`src/rtl/pwm_gen_if.sv`:
```
// Register-file side of the PWM block: per-channel configuration and load strobes in,
// GPIO waveform and per-channel status out.
interface pwm_gen_if #(
    parameter int CORE_WIDTH          = 4,
    parameter int TIMER_COUNTER_WIDTH = 16
);
    logic [CORE_WIDTH-1:0]                     pwm_enable;
    logic [2*CORE_WIDTH-1:0]                   pwm_conf;
    logic [CORE_WIDTH*TIMER_COUNTER_WIDTH-1:0] pwm_period;
    logic [CORE_WIDTH*TIMER_COUNTER_WIDTH-1:0] pwm_duty;
    logic [CORE_WIDTH-1:0]                     pwm_load;
    logic [CORE_WIDTH-1:0]                     pwm_out;
    logic [CORE_WIDTH-1:0]                     pwm_period_done;
    logic [CORE_WIDTH-1:0]                     pwm_busy;

    modport master (
        output pwm_enable, pwm_conf, pwm_period, pwm_duty, pwm_load,
        input  pwm_out, pwm_period_done, pwm_busy
    );

    modport slave (
        input  pwm_enable, pwm_conf, pwm_period, pwm_duty, pwm_load,
        output pwm_out, pwm_period_done, pwm_busy
    );
endinterface

```
`src/rtl/pwm_gen.sv`:
```
// Multi-channel PWM / one-shot pulse generator. Every channel counts shared prescaler ticks
// and drives a registered period/duty waveform; period/duty are double-buffered per channel.
module pwm_gen #(
    parameter int CORE_WIDTH          = 4,
    parameter int TIMER_COUNTER_WIDTH = 16
) (
    input  logic     clk,
    input  logic     rst,
    input  logic     ps_clk,
    pwm_gen_if.slave bus
);
    localparam int W = TIMER_COUNTER_WIDTH;

    typedef enum logic [1:0] {
        IDLE = 2'd0,
        RUN  = 2'd1,
        HOLD = 2'd2
    } state_t;

    logic ps_s1;
    logic ps_s2;
    logic tick;

    // NOTE: the reset is synchronous, so it sits inside the clocked block and needs no sensitivity entry.
    always_ff @(posedge clk) begin
        if (rst) begin
            ps_s1 <= 1'b0;
            ps_s2 <= 1'b0;
        end else begin
            ps_s1 <= ps_clk;
            ps_s2 <= ps_s1;
        end
    end

    assign tick = ps_s1 & ~ps_s2;

    for (genvar c = 0; c < CORE_WIDTH; c++) begin : g_ch
        state_t       state, state_n;
        logic [W-1:0] cnt, cnt_n;
        logic [W-1:0] act_per, act_per_n;
        logic [W-1:0] act_duty, act_duty_n;
        logic [W-1:0] pend_per, pend_per_n;
        logic [W-1:0] pend_duty, pend_duty_n;
        logic         pend_valid, pend_valid_n;
        logic         out_q, out_n;
        logic         done_q, done_n;
        logic         polarity;
        logic         one_shot;
        logic         wrap;

        assign polarity = bus.pwm_conf[c];
        assign one_shot = bus.pwm_conf[c+CORE_WIDTH];
        assign wrap     = tick && (cnt == act_per - W'(1));

        // NOTE: all state is written with <= so every register samples the same pre-edge values.
        always_ff @(posedge clk) begin
            if (rst) begin
                state      <= IDLE;
                cnt        <= '0;
                act_per    <= '0;
                act_duty   <= '0;
                pend_per   <= '0;
                pend_duty  <= '0;
                pend_valid <= 1'b0;
                out_q      <= 1'b0;
                done_q     <= 1'b0;
            end else begin
                state      <= state_n;
                cnt        <= cnt_n;
                act_per    <= act_per_n;
                act_duty   <= act_duty_n;
                pend_per   <= pend_per_n;
                pend_duty  <= pend_duty_n;
                pend_valid <= pend_valid_n;
                out_q      <= out_n;
                done_q     <= done_n;
            end
        end

        // NOTE: every signal driven here gets a default first, so no path can infer a latch.
        always_comb begin
            state_n      = state;
            cnt_n        = cnt;
            act_per_n    = act_per;
            act_duty_n   = act_duty;
            pend_per_n   = pend_per;
            pend_duty_n  = pend_duty;
            pend_valid_n = pend_valid;
            done_n       = 1'b0;

            // A load lands in the pending regs first, so a start or wrap on the same clk already sees it.
            if (bus.pwm_load[c]) begin
                pend_per_n   = bus.pwm_period[W*c +: W];
                pend_duty_n  = bus.pwm_duty[W*c +: W];
                pend_valid_n = 1'b1;
            end

            if (!bus.pwm_enable[c]) begin
                state_n = IDLE;
                cnt_n   = '0;
            end else begin
                unique case (state)
                    IDLE: begin
                        if (pend_per_n != '0) begin
                            state_n      = RUN;
                            act_per_n    = pend_per_n;
                            act_duty_n   = pend_duty_n;
                            pend_valid_n = 1'b0;
                            cnt_n        = '0;
                        end
                    end
                    RUN: begin
                        if (wrap) begin
                            cnt_n  = '0;
                            done_n = 1'b1;
                            if (pend_valid_n) begin
                                // A zero period is never made active; it is dropped here instead.
                                if (pend_per_n != '0) begin
                                    act_per_n  = pend_per_n;
                                    act_duty_n = pend_duty_n;
                                end
                                pend_valid_n = 1'b0;
                            end
                            if (one_shot) begin
                                state_n = HOLD;
                            end
                        end else if (tick) begin
                            cnt_n = cnt + W'(1);
                        end
                    end
                    HOLD: begin
                        state_n = HOLD;
                    end
                    default: begin
                        state_n = IDLE;
                        cnt_n   = '0;
                    end
                endcase
            end

            out_n = ((state_n == RUN) && (cnt_n < act_duty_n)) ^ polarity;
        end

        assign bus.pwm_out[c]         = out_q;
        assign bus.pwm_period_done[c] = done_q;
        assign bus.pwm_busy[c]        = (state == RUN);
    end
endmodule
```
`src/flat_wrapper.sv`:
```
// flat-port wrapper written by rule: the top's interface ports become plain ports
module pwm_gen_flat 
#(
    parameter int CORE_WIDTH          = 4,
    parameter int TIMER_COUNTER_WIDTH = 16
)
  (clk, rst, ps_clk, bus_pwm_enable, bus_pwm_conf, bus_pwm_period, bus_pwm_duty, bus_pwm_load, bus_pwm_out, bus_pwm_period_done, bus_pwm_busy);
  pwm_gen_if #(.CORE_WIDTH(CORE_WIDTH), .TIMER_COUNTER_WIDTH(TIMER_COUNTER_WIDTH)) bus_i ();
  input  logic clk;
  input  logic rst;
  input  logic ps_clk;
  input wire logic [$bits(bus_i.pwm_enable)-1:0] bus_pwm_enable;
  input wire logic [$bits(bus_i.pwm_conf)-1:0] bus_pwm_conf;
  input wire logic [$bits(bus_i.pwm_period)-1:0] bus_pwm_period;
  input wire logic [$bits(bus_i.pwm_duty)-1:0] bus_pwm_duty;
  input wire logic [$bits(bus_i.pwm_load)-1:0] bus_pwm_load;
  output wire logic [$bits(bus_i.pwm_out)-1:0] bus_pwm_out;
  output wire logic [$bits(bus_i.pwm_period_done)-1:0] bus_pwm_period_done;
  output wire logic [$bits(bus_i.pwm_busy)-1:0] bus_pwm_busy;
  assign bus_i.pwm_enable = bus_pwm_enable;
  assign bus_i.pwm_conf = bus_pwm_conf;
  assign bus_i.pwm_period = bus_pwm_period;
  assign bus_i.pwm_duty = bus_pwm_duty;
  assign bus_i.pwm_load = bus_pwm_load;
  assign bus_pwm_out = bus_i.pwm_out;
  assign bus_pwm_period_done = bus_i.pwm_period_done;
  assign bus_pwm_busy = bus_i.pwm_busy;
  pwm_gen #(.CORE_WIDTH(CORE_WIDTH), .TIMER_COUNTER_WIDTH(TIMER_COUNTER_WIDTH)) u_core (.clk(clk), .rst(rst), .ps_clk(ps_clk), .bus(bus_i));
endmodule
```
`config.mk`:
```
export PLATFORM = sky130hd
export DESIGN_NAME = pwm_gen_flat
export DESIGN_NICKNAME = d
export VERILOG_FILES = /design/src/rtl/pwm_gen_if.sv /design/src/rtl/pwm_gen.sv /design/src/flat_wrapper.sv
export SDC_FILE = /design/constraint.sdc
export NUM_CORES = 1
export LEC_CHECK = 0
export CORE_MARGIN = 2
export CORE_UTILIZATION = 55
export CTS_BUF_LIST = sky130_fd_sc_hd__clkbuf_4
export DETAILED_ROUTE_END_ITERATION = 6
export DONT_BUFFER_PORTS = 1
export PLACE_DENSITY = 0.7
export SYNTH_ARGS = -nofsm -noshare
export SYNTH_HDL_FRONTEND = slang
export SYNTH_SLANG_ARGS = --single-unit
```
`constraint.sdc`:
```
create_clock -name clk -period 6.9 [get_ports clk]
set_input_delay 1.38 -clock clk [delete_from_list [all_inputs] [get_ports clk]]
set_output_delay 1.38 -clock clk [all_outputs]
set_load 0.005 [all_outputs]
```
==> qor.txt, run 1 <==
Synth Net Count = 2374
post-cts sizing count = 0
layout cells sized above 1 = 0.1239
Iter 0 DRT Violations = 1126
DR pass1 iterations = 5
vias in the first global route = 15390
setup violators final = 0
total die area = 0.03544 mm2
hold bufs inserted after CTS = 0
Slew Limit Fails = 0
Leak Pwr = 8.062 nW
relative slew slack = 0.3172
register area share after synthesis = 0.3667
top cells by count, synth = dfxtp_1 (342), nor2_1 (283), mux2i_1 (135)
GRT overflow = 0
Die W = 188.3 um
Post-synth EDFFs = 0
H-Tree Depth = 3
Worst setup EP type = register
total of warnings raised by yosys = 0
Multi-input gate area = 0.01111 mm2
first-pass GRT wire length = 76710 um
ys flop type = dfxtp_1
met2 wire len = 21660 um
Worst Skew = 0.04336 ns
crit-path leading delay family = simple AND/OR/NAND/NOR gates
Setup CP Type = register to register
Initial Util = 0.5583
io pins = 159
power per cell area = 233.6 mW/mm2
Max rail drop VDD = 179.2 uV
syn avg cell area = 8.649 um2
crit path DAT = 6.45 ns
Final nets = 2354
row count = 67
CP max stage cell = nor2_1
max-cap violations = 0
Hold WS = 0.4876 ns
RSZ-0062 raised after global routing = false
WL/cell = 17.83 um
Routed Antenna Nets = 0
top cell type's share of synthesized area = 0.3667
Setup TNS = 0 ns
synthesized instance count = 2159
Post-CTS Setup Inserts = 0
gr usage total = 0.2637
Final Critical Period = 5.803 ns
initial antenna violation count = 4
most used cell, CP = a21oi_1
CP required = 7.55 ns
max layer used = met5
Synth-to-Final Area Change = 7.015%
fillcell total = 3023
Yosys reg bits = 342
Port Buf Inserts = 0
CP max stage delay = 0.80 ns
crit path cell chain = or4_4 -> nor4_1 -> a21oi_1 -> o21ai_0 -> a21boi_1 -> nor3_2 -> buf_4 -> nor2_1 -> nand3b_1 -> a21oi_1 -> ha_1 -> a21o_1 -> a21o_1 -> a21oi_1 -> a211oi_1 -> nand2_1 -> o211ai_1 -> a311oi_1 -> mux2i_1 -> nand3_1
synthesized area = 0.01867 mm2
Total Routed Length = 47310 um
worst-skew pair later-pin latency = 0.78 ns
Met3 Wirelength = 3192 um
CTS Sinks = 342
CTS tree = built
GP Congestion = 0.9619
Yosys cell types = 85
core area = 0.03345 mm2
Worst Path Buf+Inv = 1
outcome = finished, final reports clean
hold crit path type = register to register
DRC errors left = 0
largest net degree at the start of global routing = 258
peak fanout along the critical path = 17
DP HPWL = 33440 um
Via Count = 16060
CTS Buf Count = 93
asr flop ratio synth = 0
Worst setup SP type = register
count leader, synth = dfxtp_1
top post-synthesis cells by area = dfxtp_1 (37%), mux2i_1 (7.2%), nor2_1 (5.7%)
Worst-path clk slew = 0.06 ns
Root Driver = clkbuf_4
Tcrit/Tclk final = 0.8410
Die H = 188.3 um
utilization after layout = 0.5974
dominant cell type by area after synthesis = dfxtp_1
clock buffer depth = 3
Achievable Freq = 0.1723 GHz
Final Hold Fails = 0
Slew @ Worst Pin = 1.020 ns
Met1 Wirelength = 21050 um
Sequential Area = 0.006847 mm2
via density per instance = 6.055
[kinds of logic (layout without fill, tap and decap cells)]
logic type | Yosys count | count (layout) | synth area share
flops | 342 | 342 | 0.3667
fa+ha+maj | 68 | 68 | 0.04556
buf+inv | 171 | 216 | 0.03893
simple gates | 850 | 850 | 0.2398
compound gates | 449 | 449 | 0.1608
xor+xnor | 82 | 82 | 0.03846
mux | 197 | 197 | 0.1098
other cells | 0 | 1 | 0
[where the power goes]
group          switching, mW  leakage (nW)  total [mW]  internal, mW
registers             0.0822          2.81        2.16          2.08
logic                  0.395          4.56       0.699         0.305
clock network          0.841         0.700        1.81         0.965
total                   1.32          8.06        4.67          3.35
[layout by cell type (no fill, tap or decap), types with 9 or more instances in the layout]
cell type / synthesis / final
a21o_1: 25 / 25
clkinv_1: 1 / 13
mux2i_1: 135 / 135
nor2_1: 283 / 283
nor3b_1: 23 / 22
nand2_1: 92 / 92
and3_1: 39 / 39
inv_1: 33 / 33
nor4_1: 59 / 59
o21ai_0: 84 / 83
and2_1: 79 / 79
nand2b_1: 17 / 17
nor3_1: 71 / 70
nand3b_1: 21 / 21
xor2_1: 34 / 34
or4_1: 18 / 18
dfxtp_1: 342 / 342
buf_4: 15 / 22
o211ai_1: 9 / 9
or3_1: 17 / 17
mux2_2: 62 / 62
nand4_1: 32 / 32
a211oi_1: 71 / 71
a21oi_1: 121 / 121
xnor2_1: 48 / 48
ha_1: 68 / 68
nand3_1: 32 / 32
a311oi_1: 32 / 32
clkbuf_4: 0 / 142
nor2b_1: 18 / 18
o31ai_1: 10 / 9
a31oi_1: 11 / 11
[worst reg2reg max path, cell delays in order (launching register included)]
cell	delay, ns
dfxtp_1	0.35
or4_4	0.58
nor4_1	0.54
a21oi_1	0.14
o21ai_0	0.14
a21boi_1	0.53
nor3_2	0.10
buf_4	0.23
nor2_1	0.80
nand3b_1	0.20
a21oi_1	0.24
ha_1	0.30
a21o_1	0.17
a21o_1	0.17
a21oi_1	0.18
a211oi_1	0.13
nand2_1	0.10
o211ai_1	0.09
a311oi_1	0.37
mux2i_1	0.23
nand3_1	0.10
[registers in the layout, indices dropped and copies added, names as in the netlist]
name	count
u_core.g_ch.pend_per	64
u_core.g_ch.done_q	4
u_core.g_ch.act_duty	64
u_core.g_ch.act_per	64
u_core.g_ch.pend_valid	4
u_core.ps_s1	1
u_core.ps_s2	1
u_core.g_ch.out_q	4
u_core.g_ch.cnt	64
u_core.g_ch.state	8
u_core.g_ch.pend_duty	64
[path summary, 6_finish.rpt]
path                              start                    endpoint  slack [ns]  cells past startpoint
min reg2reg  u_core.g_ch[0].act_duty[3]  u_core.g_ch[0].act_duty[3]        0.49                      2
max reg2reg   u_core.g_ch[2].act_per[5]        u_core.g_ch[2].out_q        1.10                     20
min          u_core.g_ch[0].act_duty[3]  u_core.g_ch[0].act_duty[3]        0.49                      2
max           u_core.g_ch[2].act_per[5]        u_core.g_ch[2].out_q        1.10                     20
[metrics by stage]
stage / setup slack (ns) / total power, mW / cell area, um2 / instances
after CTS: 1.095 / 4.724 / 19980 / 2652
final: 1.097 / 4.668 / 19980 / 2653
after floorplan: 1.621 / 2.783 / 18670 / 2159
after detailed placement: 1.127 / 2.899 / 18810 / 2492
after global placement: 1.247 / 2.880 / 18810 / 2492
after global routing: 0.5925 / 4.921 / 19980 / 2653
[layer usage]
metal | up-vias | global-route usage
met4 | 6 | 0.09691
met5 | - | 0
met3 | 120 | 0.06929
li1 | 7935 | -
met2 | 503 | 0.4324
met1 | 7499 | 0.3338
[area by class of cell]
type / instances / area share
antenna: 1 / 0.0001252
clock buffer: 142 / 0.05335
clock inverter: 18 / 0.005009
inverter: 34 / 0.006387
multi-input combinational: 1646 / 0.5562
sequential: 342 / 0.3426
tap: 448 / 0.02805
timing repair buffer: 22 / 0.008265
Note: power is estimated with default switching activity, not from simulation.
==> inputs of run 2 (changes only) <==
--- a/config.mk
+++ b/config.mk
@@ -10,7 +10,7 @@
 export CTS_BUF_LIST = sky130_fd_sc_hd__clkbuf_4
 export DETAILED_ROUTE_END_ITERATION = 6
 export DONT_BUFFER_PORTS = 1
-export PLACE_DENSITY = 0.7
+export PLACE_DENSITY = 0.73
 export SYNTH_ARGS = -nofsm -noshare
 export SYNTH_HDL_FRONTEND = slang
 export SYNTH_SLANG_ARGS = --single-unit
==> constraint.sdc (replaced) <==
create_clock -name clk -period 4.8 [get_ports clk]
set_input_delay 0.96 -clock clk [delete_from_list [all_inputs] [get_ports clk]]
set_output_delay 0.96 -clock clk [all_outputs]
set_load 0.005 [all_outputs]
==> qor.txt, run 2 (synthesis gave the netlist of run 1 again) <==
DR pass1 iterations = 6 (+1)
WL/cell = 17.68 um (-0.87%)
crit-path leading delay family = simple AND/OR/NAND/NOR gates
Final Hold Fails = 0 (unchanged)
Setup CP Type = register to register
post-route setup slack = -0.1255 ns (-1.222 ns)
max-cap violations = 0 (unchanged)
HP Start = rst
Via Count = 16980 (+5.7%)
Slew Limit Fails = 0 (unchanged)
Tcrit/Tclk final = 1.026 (+0.1851)
CTS Sinks = 342 (unchanged)
Port Buf Inserts = 0 (unchanged)
CP Launch Point = u_core.g_ch[3].act_per[1]
Total Routed Length = 50030 um (+5.7%)
Routed Antenna Nets = 0 (unchanged)
CTS Buf Count = 90 (-3.2%)
outcome = complete, but fails checks
GP Congestion = 0.9142 (-5.0%)
total die area = 0.03544 mm2 (unchanged)
failing checks = negative setup slack
r2r startpoint = u_core.g_ch[3].act_per[1]
commonest non-fill, non-tap cells in the layout = dfxtp_1 (336), nor2_1 (279), buf_4 (189)
via density per instance = 6.000 (-0.90%)
layout cells sized above 1 = 0.2185 (+0.09462)
Die H = 188.3 um (unchanged)
design area = 0.02194 mm2 (+9.8%)
worst-skew pair later-pin latency = 0.78 ns (about the same)
CP required = 5.46 ns (-2.09 ns)
Max rail drop VDD = 263.1 uV (+47%)
RSZ-0062 raised after global routing = true
Synth-to-Final Area Change = 17.48%
clock buffer depth = 3 (unchanged)
Achievable Freq = 0.2030 GHz (+18%)
first-pass GRT wire length = 80790 um (+5.3%)
initial antenna violation count = 3 (-1)
Initial Util = 0.5583 (unchanged)
GRT overflow = 0 (unchanged)
DRC errors left = 0 (unchanged)
Leak Pwr = 9.001 nW (+12%)
io pins = 159 (unchanged)
Hold WS = 0.2703 ns (-0.2173 ns)
r2r endpoint = u_core.g_ch[3].out_q
Die W = 188.3 um (unchanged)
Worst Skew = 0.03585 ns (-0.007507 ns)
largest net degree at the start of global routing = 258 (unchanged)
reg-to-reg slack, setup = -0.13 ns (-1.22 ns)
CP max stage delay = 0.55 ns (-0.25 ns)
placed cell area = 0.02002 mm2 (+6.4%)
setup violators final = 3 (+3)
hold crit path type = primary input to register
R2R depth = 20 (unchanged)
Worst Path Buf+Inv = 3 (+2)
gr usage total = 0.2748 (+0.01108)
utilization after layout = 0.6558 (+0.05839)
most common cell after layout, fill and taps aside = dfxtp_1
CP max stage cell = or4_4
Root Driver = clkbuf_4
total power after layout = 6.996 mW (+50%)
Worst-path clk slew = 0.08 ns (+0.02 ns)
vias in the first global route = 16450 (+6.9%)
peak fanout along the critical path = 10 (-7)
row count = 67 (unchanged)
CTS tree = built
fillcell total = 2806 (-7.2%)
Setup TNS = -0.1677 ns (-0.1677 ns)
Final Critical Period = 4.925 ns (-0.8776 ns)
Hold Path End = u_core.g_ch[1].act_duty[12]
core area = 0.03345 mm2 (unchanged)
crit path cell chain = inv_1 -> ha_4 -> or4b_4 -> o311a_1 -> or4_4 -> nor4b_4 -> buf_4 -> nor2_1 -> buf_4 -> nand3b_1 -> a21oi_1 -> ha_1 -> a21o_1 -> a21o_1 -> a21oi_2 -> nor2_1 -> a211oi_2 -> o2111ai_1 -> or4_1 -> a21oi_1
DP HPWL = 35610 um (+6.5%)
Worst setup EP type = register
Final nets = 2529 (+7.4%)
H-Tree Depth = 3 (unchanged)
relative slew slack = 0.3486 (+0.03142)
Iter 0 DRT Violations = 1287 (+14%)
power per cell area = 318.9 mW/mm2 (+37%)
Worst setup SP type = register
Hold Path Cell Cnt = 1 (-1)
crit path DAT = 5.59 ns (-0.86 ns)
Slew @ Worst Pin = 0.9747 ns (-0.04572 ns)
## run 2: stage by stage
step	std cells	setup slack, ns
finish	2830	-0.1255
global route	2829	-0.2644
CTS	2811	-0.1163
detailed placement	2644	-0.2384
global placement	2644	-0.1412
floorplan	2159	-0.01854
## run 2: worst max-delay path by stage
stage	end	depth (start not counted)
CTS	u_core.g_ch[3].out_q	20
floorplan	u_core.g_ch[0].out_q	23
global route	u_core.g_ch[3].out_q	19
global placement	u_core.g_ch[1].out_q	21
detailed placement	u_core.g_ch[3].out_q	19
finish	u_core.g_ch[3].out_q	20
## run 2: layout make-up
| cell class | instances | area [um2] | area share |
|---|---|---|---|
| clock inverter | 40 | 262.8 | 0.01198 |
| timing repair buffer | 200 | 1578 | 0.07193 |
| sequential | 342 | 6854 | 0.3125 |
| clock buffer | 118 | 885.9 | 0.04038 |
| tap | 448 | 560.5 | 0.02555 |
| inverter | 34 | 127.6 | 0.005818 |
| antenna | 2 | 5.005 | 0.0002282 |
| multi-input combinational | 1646 | 11660 | 0.5317 |
## run 2: where the power goes
| group | internal [mW] | switching [mW] | total, mW |
|---|---|---|---|
| sequential | 2.99 | 0.0893 | 3.08 |
| clock | 1.36 | 1.22 | 2.58 |
| combinational | 0.641 | 0.697 | 1.34 |
## run 2: timing repair
action,4_1_cts,5_1_grt
cloned,1,1
endpoints found under the setup margin,4,4
buffers inserted,8,16
hold buffers,0,0
resized for setup,31,90
pin swaps,12,46
## run 2: worst reg2reg max path, stage by stage (launching register included)
cell and delay, ns:
dfxtp_1 0.31, inv_1 0.09, ha_4 0.14, or4b_4 0.45, o311a_1 0.31, or4_4 0.55, nor4b_4 0.35, buf_4 0.23
nor2_1 0.10, buf_4 0.18, nand3b_1 0.11, a21oi_1 0.09, ha_1 0.35, a21o_1 0.17, a21o_1 0.18, a21oi_2 0.15
nor2_1 0.08, a211oi_2 0.21, o2111ai_1 0.16, or4_1 0.46, a21oi_1 0.15
## run 2: routing by layer
metal  share of wire  vias up  global-route usage
li1                -     8313                   -
met1            0.44     8002              0.3486
met2            0.47      534              0.4529
met3           0.064      131             0.06295
met4           0.030        0              0.1090
met5               0        -                   0
